<file path="src/rtl/vga_rx_monitor.sv">
// vga_rx_monitor: receive side of the VGA link.
// Registers RGB/HSYNC/VSYNC, recovers the line and frame counters, verifies the
// timing against the configured mode and re-emits visible pixels with x/y.
// Latency from input sample to pix_* is two clocks.
// Optional build macro VGA_RX_CELL_EN adds cell-centre sampling outputs
// (cell_x, cell_y, cell_valid, cell_on) for grid capture.
module vga_rx_monitor #(
  parameter int unsigned H_ACTIVE  = 640,
  parameter int unsigned H_FP      = 16,
  parameter int unsigned H_SYNC    = 96,
  parameter int unsigned H_BP      = 48,
  parameter int unsigned V_ACTIVE  = 480,
  parameter int unsigned V_FP      = 10,
  parameter int unsigned V_SYNC    = 2,
  parameter int unsigned V_BP      = 33
`ifdef VGA_RX_CELL_EN
  ,
  parameter int unsigned CELL_SIZE = 16
`endif
) (
  input  logic       vga_clk,
  input  logic       rst_n,
  input  logic       red,
  input  logic       green,
  input  logic       blue,
  input  logic       hsync,
  input  logic       vsync,
  input  logic       err_clr,
  output logic       pix_valid,
  output logic [9:0] pix_x,
  output logic [9:0] pix_y,
  output logic [2:0] pix_rgb,
  output logic       frame_done,
  output logic       locked,
  output logic       timing_err
`ifdef VGA_RX_CELL_EN
  ,
  output logic [5:0] cell_x,
  output logic [5:0] cell_y,
  output logic       cell_valid,
  output logic       cell_on
`endif
);

  localparam int unsigned H_TOTAL = H_ACTIVE + H_FP + H_SYNC + H_BP;
  localparam int unsigned V_TOTAL = V_ACTIVE + V_FP + V_SYNC + V_BP;

  localparam logic [10:0] H_LAST = 11'(H_TOTAL - 1);
  localparam logic [10:0] H_TMO  = 11'(2 * H_TOTAL);
  localparam logic [10:0] H_VIS0 = 11'(H_SYNC + H_BP);
  localparam logic [10:0] H_VIS1 = 11'(H_SYNC + H_BP + H_ACTIVE);
  localparam logic [9:0]  V_LAST = 10'(V_TOTAL - 1);
  localparam logic [9:0]  V_VIS0 = 10'(V_SYNC + V_BP);
  localparam logic [9:0]  V_VIS1 = 10'(V_SYNC + V_BP + V_ACTIVE);

  typedef enum logic [1:0] {
    UNLOCKED = 2'd0,
    MEASURE  = 2'd1,
    LOCKED   = 2'd2
  } state_t;

  state_t      state;
  state_t      state_nxt;

  // stage-1 registers (aligned with the sampled pixel)
  logic        hs1;
  logic [2:0]  rgb1;
  logic        vs_last;
  logic [10:0] h_cnt;
  logic [9:0]  v_cnt;
  logic        fstart1;
  logic        line_bad1;
  logic        frame_bad1;
  logic        meas_bad;

  // derived
  logic        fall_in;
  logic        fs_in;
  logic        fail;
  logic        timeout1;
  logic        vis1;
  logic        lock_nxt;
  logic [9:0]  px;
  logic [9:0]  py;

  // Sync edge and frame-start detection on the raw inputs so that the
  // counters land in stage 1 already aligned with the pixel they describe.
  always_comb begin
    fall_in = hs1 & ~hsync;
    fs_in   = fall_in & ~vsync & vs_last;
  end

  // Stage 1: input registers, line/frame counters and check flags.
  always_ff @(posedge vga_clk or negedge rst_n) begin
    if (!rst_n) begin
      hs1        <= 1'b0;
      rgb1       <= '0;
      vs_last    <= 1'b0;
      h_cnt      <= '0;
      v_cnt      <= '0;
      fstart1    <= 1'b0;
      line_bad1  <= 1'b0;
      frame_bad1 <= 1'b0;
    end else begin
      hs1        <= hsync;
      rgb1       <= {red, green, blue};
      fstart1    <= fs_in;
      line_bad1  <= fall_in && (h_cnt != H_LAST);
      frame_bad1 <= fs_in && (v_cnt != V_LAST);
      if (fall_in) begin
        h_cnt   <= '0;
        vs_last <= vsync;
        v_cnt   <= fs_in ? '0 : v_cnt + 10'd1;
      end else if (h_cnt != '1) begin
        h_cnt <= h_cnt + 11'd1;
      end
    end
  end

  // Stage-1 decode: check result, sync-loss timeout, visible window, position.
  always_comb begin
    fail     = line_bad1 | frame_bad1;
    timeout1 = (h_cnt == H_TMO);
    vis1     = (h_cnt >= H_VIS0) && (h_cnt < H_VIS1) &&
               (v_cnt >= V_VIS0) && (v_cnt < V_VIS1);
    px       = 10'(h_cnt - H_VIS0);
    py       = v_cnt - V_VIS0;
  end

  // FSM state register.
  always_ff @(posedge vga_clk or negedge rst_n) begin
    if (!rst_n) begin
      state <= UNLOCKED;
    end else begin
      state <= state_nxt;
    end
  end

  // FSM next state; sync loss overrides every other transition.
  always_comb begin
    state_nxt = state;
    unique case (state)
      UNLOCKED: if (fstart1) state_nxt = MEASURE;
      MEASURE:  if (fstart1 && !meas_bad && !fail) state_nxt = LOCKED;
      LOCKED:   if (fail) state_nxt = MEASURE;
      default:  state_nxt = UNLOCKED;
    endcase
    if (timeout1) begin
      state_nxt = UNLOCKED;
    end
  end

  // FSM outputs; stage-2 gating uses the state being entered so pixel and
  // frame_done qualifiers line up with the locked flag they appear beside.
  always_comb begin
    locked   = (state == LOCKED);
    lock_nxt = (state_nxt == LOCKED);
  end

  // Failures seen during the current measurement frame; cleared on entry to
  // MEASURE and at every frame start so each frame is judged on its own.
  always_ff @(posedge vga_clk or negedge rst_n) begin
    if (!rst_n) begin
      meas_bad <= 1'b0;
    end else if (state == MEASURE && !fstart1) begin
      meas_bad <= meas_bad | fail;
    end else begin
      meas_bad <= 1'b0;
    end
  end

  // Sticky timing error; a set in the same cycle as err_clr takes priority.
  always_ff @(posedge vga_clk or negedge rst_n) begin
    if (!rst_n) begin
      timing_err <= 1'b0;
    end else if ((fail && state != UNLOCKED) || timeout1) begin
      timing_err <= 1'b1;
    end else if (err_clr) begin
      timing_err <= 1'b0;
    end
  end

  // Stage 2: registered pixel outputs; position and colour hold when idle.
  always_ff @(posedge vga_clk or negedge rst_n) begin
    if (!rst_n) begin
      pix_valid  <= 1'b0;
      pix_x      <= '0;
      pix_y      <= '0;
      pix_rgb    <= '0;
      frame_done <= 1'b0;
    end else begin
      pix_valid  <= lock_nxt && vis1;
      frame_done <= lock_nxt && fstart1;
      if (lock_nxt && vis1) begin
        pix_x   <= px;
        pix_y   <= py;
        pix_rgb <= rgb1;
      end
    end
  end

`ifdef VGA_RX_CELL_EN
  localparam logic [9:0] CELL_MASK = 10'(CELL_SIZE - 1);
  localparam logic [9:0] CELL_MID  = 10'(CELL_SIZE / 2);

  logic cell_hit;

  // Cell-centre sample position within the visible pixel.
  always_comb begin
    cell_hit = lock_nxt && vis1 &&
               ((px & CELL_MASK) == CELL_MID) && ((py & CELL_MASK) == CELL_MID);
  end

  // Stage 2: cell index and occupancy at each cell centre.
  always_ff @(posedge vga_clk or negedge rst_n) begin
    if (!rst_n) begin
      cell_valid <= 1'b0;
      cell_x     <= '0;
      cell_y     <= '0;
      cell_on    <= 1'b0;
    end else begin
      cell_valid <= cell_hit;
      if (cell_hit) begin
        cell_x  <= 6'(px / CELL_SIZE);
        cell_y  <= 6'(py / CELL_SIZE);
        cell_on <= |rgb1;
      end
    end
  end
`endif

endmodule
</file>
<file path="config.mk">
export PLATFORM = sky130hd
export DESIGN_NAME = vga_rx_monitor
export DESIGN_NICKNAME = d
export VERILOG_FILES = /design/src/rtl/vga_rx_monitor.sv
export SDC_FILE = /design/constraint.sdc
export NUM_CORES = 1
export LEC_CHECK = 0
export ABC_CLOCK_PERIOD_IN_PS = 4700
export BUFFER_PORTS_ARGS = -buffer_cell sky130_fd_sc_hd__buf_4
export CORE_UTILIZATION = 25
export CTS_CLUSTER_DIAMETER = 100
export CTS_CLUSTER_SIZE = 12
export DETAILED_ROUTE_END_ITERATION = 16
export GPL_ROUTABILITY_DRIVEN = 0
export MAX_ROUTING_LAYER = met4
export SETUP_SLACK_MARGIN = 0.5
export SLEW_MARGIN = 20
export SYNTH_ARGS = -nofsm -noshare
export SYNTH_HDL_FRONTEND = slang
export SYNTH_SLANG_ARGS = --single-unit
</file>
<file path="constraint.sdc">
create_clock -name vga_clk -period 4.7 [get_ports vga_clk]
set_input_delay 0.47 -clock vga_clk [delete_from_list [all_inputs] [get_ports vga_clk]]
set_output_delay 0.47 -clock vga_clk [all_outputs]
set_load 0.01 [all_outputs]
</file>
# ---- Word level (Yosys, flattened, before mapping)
# Index checks and enable logic that the tools add are counted.
# Widths: inputs -> output; s select.
dict set report word_totals {
  register_bits 58
  latch_bits 0
  ramBits 0
  romBits 0
  out_inout_bits 27
  n_memories 0
}
dict set report classes {
  n_addsub 4
  n_mul 0
  div_mod_pow 0
  order_cmp 4
  n_eq_ne 7
  shift 0
  muxes 11
  n_bitwise 7
  reduce_logical 19
}
# op n
set op_table {}
lappend op_table {{$mux 11} 2}
lappend op_table {{$add 11x1->11 const B} 1}
lappend op_table {{$eq 11x11->1 const B} 1}
lappend op_table {{$ge 11x8->1 const B} 1}
lappend op_table {{$logic_and 1x1->1} 11}
lappend op_table {{$lt 11x10->1 const B} 1}
lappend op_table {{$ne 11x10->1 const B} 1}
lappend op_table {{$ne 11x11->1 const B} 1}
lappend op_table {{$add 10x1->10 const B} 1}
lappend op_table {{$ge 10x6->1 const B} 1}
lappend op_table {{$lt 10x10->1 const B} 1}
lappend op_table {{$mux 10} 1}
lappend op_table {{$ne 10x10->1 const B} 1}
lappend op_table {{$sub 10x6->10 const B} 1}
lappend op_table {{$sub 10x8->10 const B} 1}
lappend op_table {{$mux 2} 4}
lappend op_table {{$pmux 2 s3} 1}
lappend op_table {{$reduce_bool 2->1} 3}
lappend op_table {{$eq 2x2->1 const B} 2}
lappend op_table {{$and 1x1->1} 3}
lappend op_table {{$logic_not 1->1} 3}
lappend op_table {{$mux 1} 3}
lappend op_table {{$eq 2x1->1 const B} 1}
lappend op_table {{$logic_not 2->1} 1}
lappend op_table {{other kinds (3)} 5}

# ---- Depth between registers and ports, before layout
dict set report depth {
  word_depth 8
  depth_mapped 8
  ltp_nobuf 7
}

# ---- Worst setup path before layout
# No wires, ideal clock.
dict set report synth_timing {
  path_kind {flip-flop to flip-flop}
  startpoint {reg v_cnt[0]}
  endpoint {reg pix_x[0]}
  setup_ns 0.125
  arrival_time_ns 2.042
  required_ns 4.575
  setup_slack_ns 2.533
  stages_incl_launch_ff 7
  n_path_buf 1
  period_less_slack_ns 2.167
  path_cell_list {dfrtp_1 ha_1 or4_4 o32ai_2 nand4b_4 buf_6 mux2_4}
}
dict set report synth_between {
  elab_chain_len 4
  word_cells_on_any_way 5
  classes_between {order compare: 2; reduce/logical: 3}
}
# element line
set synth_rtl {}
lappend synth_rtl {{start, declared} 70} ;# logic [9:0] v_cnt;
lappend synth_rtl {{start signal, assigned} 113} ;# v_cnt <= fs_in ? '0 : v_cnt + 10'd1;
lappend synth_rtl {{$ge 10x6->1} 125} ;# (v_cnt >= V_VIS0) && (v_cnt < V_VIS1);
lappend synth_rtl {{$logic_and 1x1->1} 124} ;# vis1 = (h_cnt >= H_VIS0) && (h_cnt < H_VIS1) &&
lappend synth_rtl {{$logic_and 1x1->1 (*)} 125}
lappend synth_rtl {{$logic_and 1x1->1 (*)} 194} ;# if (lock_nxt && vis1) begin
lappend synth_rtl {{end signal, assigned} 195} ;# pix_x <= px;
lappend synth_rtl {{end, declared} 30} ;# output logic [9:0] pix_x,
# Every way passes the cells marked *; elsewhere a longest branch is shown, timed or not.
# A chain may end at the register's enable or synchronous reset.

# ---- Final worst setup path
dict set report layout_timing {
  startpoint {reg h_cnt[4]}
  endpoint {reg pix_rgb[0]}
}
dict set report layout_between {
  word_cells_on_any_way 9
  classes_between {order compare: 2; eq/ne: 2; mux: 1; reduce/logical: 4}
}
# element line
set layout_lines {}
lappend layout_lines {{start, declared} 69} ;# logic [10:0] h_cnt;
lappend layout_lines {{start signal, assigned} 115} ;# h_cnt <= h_cnt + 11'd1;
lappend layout_lines {{$eq 11x11->1} 123} ;# timeout1 = (h_cnt == H_TMO);
lappend layout_lines {{$mux 2} 148} ;# if (timeout1) begin
lappend layout_lines {{net state_nxt[1]} 63} ;# state_t state_nxt;
lappend layout_lines {{$eq 2x2->1} 157} ;# lock_nxt = (state_nxt == LOCKED);
lappend layout_lines {{$logic_and 1x1->1} 194}
lappend layout_lines {{end signal, assigned} 197} ;# pix_rgb <= rgb1;
lappend layout_lines {{end, declared} 32} ;# output logic [2:0] pix_rgb,
# The timed path passes the listed nets, and every way through them passes these cells.

==> flow_summary_export.csv <==
group,metric,value,unit
outcome,outcome,"complete, no violations",
detailed_routing,wl_per_cell,13.6,um
timing,worst_slew_pin_slew,0.925,ns
logic_synthesis,yosysWarnings,0,
pwr,vdd_ir_drop_max,0.216,mV
global_route,via_count_of_the_first_global_routing_pass,1880,
setup_path,worstPathRequired,4.90,ns
timing,post-route-min-period,2.70,ns
finish,fillers,1116,
setup_path,path_max_fanout,24,
finish,stdcell_area,3530,sq um
setup_path,worst_ep_arrival_time,2.89,ns
global_route,grt_max_degree,59,
logic_synthesis,synth_top_flop_cell,"dfrtp_1",
clock_network,tritoncts,"yes",
floorplan,start_util,0.262,
clock_network,clock_latency_late_sink,0.32,ns
logic_synthesis,netlist_instances,249,
clock_network,post_cts_buffers,0,
flow_run,drv.max_cap_violation_count,0,
clock_network,ctsLongestPathBuffers,2,
detailed_routing,per_cell_via_count_in_the_routed_design,4.56,
logic_synthesis,synth.distinct_cells,47,
setup_path,critPathSlowestCell,"nand4b_4",
clock_network,postCtsHoldBufs,0,
global_route,grt_first_pass_wirelength,9.44,mm
finish,areaGrowthSynthToFinish,22.2,%
floorplan,die_area,12000,sq um
setup_path,timing.reg2reg.setup_slack,2.00,ns
logic_synthesis,synth_edf_count,0,
setup_path,reg2regPathDepth,7,
timing,timing.slew.headroom,0.368,
global_route,global_route.usage.total,0.109,
setup_path,max_stage_delay,0.55,ns
timing,hold_viol_final,0,
finish,layout-drive-gt1-share,0.277,
global_route,gr-max-usage-layer,"met2",
timing,fin_tns_setup,0,ns
clock_network,cts.sinks,58,
setup_path,critical_path.n_buffers_inverters,1,
global_route,antenna_found_initial,0,
finish,final_core_util,0.320,
floorplan,die-height,110,um
detailed_routing,remaining_drc_errors,0,
logic_synthesis,post_synthesis_register_bit_count,58,
detailed_routing,dr.first_iter.drc_count,129,
timing,finalCritPeriodShare,0.573,
clock_network,ctsResizeCount,0,
placed_design,placement.cell_area,3230,sq um
timing,grt_setup_unrepaired,"no",
setup_path,critical_path.cell_chain,"inv_1 > ha_1 > nor4bb_1 > and4_2 > nor4_4 > nand4b_4 > mux2_4",
pwr,static-leakage-power,1.75,nW
setup_path,critical_path.startpoint_type,"register",
logic_synthesis,post_synth_instance_area,2890,sq um
setup_path,timing.setup.critical_path_class,"register to register",
global_route,globalRouteMet3Util,0.0326,
clock_network,htreeDepth,3,
logic_synthesis,postSynthAreaPerCell,11.6,sq um
global_route,grt_overflow,0,
clock_network,cts-buffers-inserted,9,
detailed_routing,ant_nets_after_route,0,
global_route,grt.met2_usage,0.150,
detailed_routing,drt_pre_antenna_iters,5,
timing,final_max_slew_viol_count,0,
floorplan,chipWidth,110,um
floorplan,pin_count,35,
floorplan,floorplan.rows,38,
min_path,worst_hold_path_type,"input pin to asynchronous set/reset pin",
finish,nets,297,
global_route,met1_layer_usage_reported_by_global_route,0.141,
setup_path,critPathTopFamily,"simple AND/OR/NAND/NOR gates",
timing,timing.clock.skew,0.00717,ns
finish,antenna_cells_inserted,0,
detailed_routing,via_count,1938,
detailed_routing,routed_wl,5.80,mm
placed_design,port_buffers,34,
timing,max_freq,0.371,GHz
clock_network,path_clk_slew,0.05,ns
floorplan,placeableCoreArea,11000,sq um
setup_path,crit_path_end_kind,"register",
timing,setup-violations-final,0,
clock_network,clock-root-buffer,"clkbuf_16",
logic_synthesis,synthArstFlopShare,1.00,
placed_design,dp_hpwl,3.83,mm
finish,final_cell_mix,"dfrtp_1 (58), buf_4 (36), nor2_1 (24), mux2_4 (18), xor2_1 (15)",
pwr,power-per-cell-area,406,nW/um^2
setup_path,worst_r2r_startpoint,"h_cnt[4]",
finish,commonest_non_fill_non_tap_cell_in_the_layout,"dfrtp_1",
logic_synthesis,seq_area_frac_synth,0.502,
setup_path,crit-reg2reg-capture,"pix_rgb[0]",
logic_synthesis,synth_fp_nets,265,
-- synthesized netlist by cell type (all sizes together) (6+ instances only) --
cell | number | area, sq um
a21oi | 11 | 55.1
inv | 10 | 37.5
buf | 9 | 87.6
dfrtp | 58 | 1450
xnor2 | 7 | 61.3
nand4 | 6 | 37.5
nor2 | 24 | 90.1
xor2 | 15 | 131
o21ai | 6 | 30.0
clkbuf | 6 | 22.5
mux2 | 22 | 315
ha | 8 | 100
nand2 | 14 | 52.6
-- cell type report --
type                       count  area (sq um)  share of cell area
inverter                      10          37.5              0.0106
tap                          140           175              0.0496
clock inverter                 2          35.0             0.00992
clock buffer                  13           270              0.0765
multi-input combinational    166          1290               0.366
sequential                    58          1450               0.411
timing repair buffer          36           270              0.0765
-- report_power, final --
part	total [W]	internal (W)	switching, W
clock	0.000656	0.000449	0.000207
combinational	0.000173	0.0000771	0.0000957
sequential	0.000604	0.000541	0.0000634
total	0.00143	0.00107	0.000366
-- per-stage QoR --
step | worst slack, ns | hold WS [ns] | instances | power [W]
floorplan | 2.53 | 0.174 | 249 | 0.000736
CTS | 1.96 | 0.241 | 425 | 0.00145
detailed placement | 1.99 | 0.455 | 410 | 0.000782
finish | 2.00 | 0.204 | 425 | 0.00143
global route | 1.83 | 0.246 | 425 | 0.00151
global placement | 2.03 | 0.450 | 410 | 0.000778
-- logic make-up (layout without fill, tap and decap cells) --
| group | Yosys count | after routing | synth area share |
|---|---|---|---|
| AOI/OAI and AO/OA | 30 | 30 | 0.0658 |
| xor gates and xnor gates | 22 | 22 | 0.0666 |
| adders and majority gates | 8 | 8 | 0.0346 |
| buffers and inverters | 25 | 61 | 0.0511 |
| DFF | 58 | 58 | 0.502 |
| muxes | 23 | 23 | 0.113 |
| and+or+nand+nor | 83 | 83 | 0.167 |
-- worst max path at each step --
stage             start         end  slack [ns]  cells past startpoint
3_5_place_dp   v_cnt[0]  pix_rgb[0]        1.99                      5
5_1_grt        h_cnt[4]  pix_rgb[0]        1.83                      7
2_1_floorplan  v_cnt[0]    pix_x[0]        2.53                      6
4_1_cts        h_cnt[4]  pix_rgb[0]        1.96                      7
3_3_place_gp   v_cnt[0]    pix_x[1]        2.03                      5
6_report       h_cnt[4]  pix_rgb[0]        2.00                      7
-- layer usage --
layer  wire [um]  vias up
li1            -      929
met1        2850      961
met2        2560       41
met3         288        7
met4         102        0
met5           0        -
-- sequential cells by signal, indices dropped and copies added, names as in the netlist, 2 cells and up --
signal / count
h_cnt: 11
state: 2
pix_y: 10
v_cnt: 10
rgb1: 3
pix_x: 10
pix_rgb: 3
-- worst register-to-register path: stages (launching register included) --
cell and delay, ns:
dfrtp_1 0.44, inv_1 0.13, ha_1 0.21, nor4bb_1 0.14
and4_2 0.28, nor4_4 0.32, nand4b_4 0.55, mux2_4 0.49
Power figures use the tool's default switching activity.
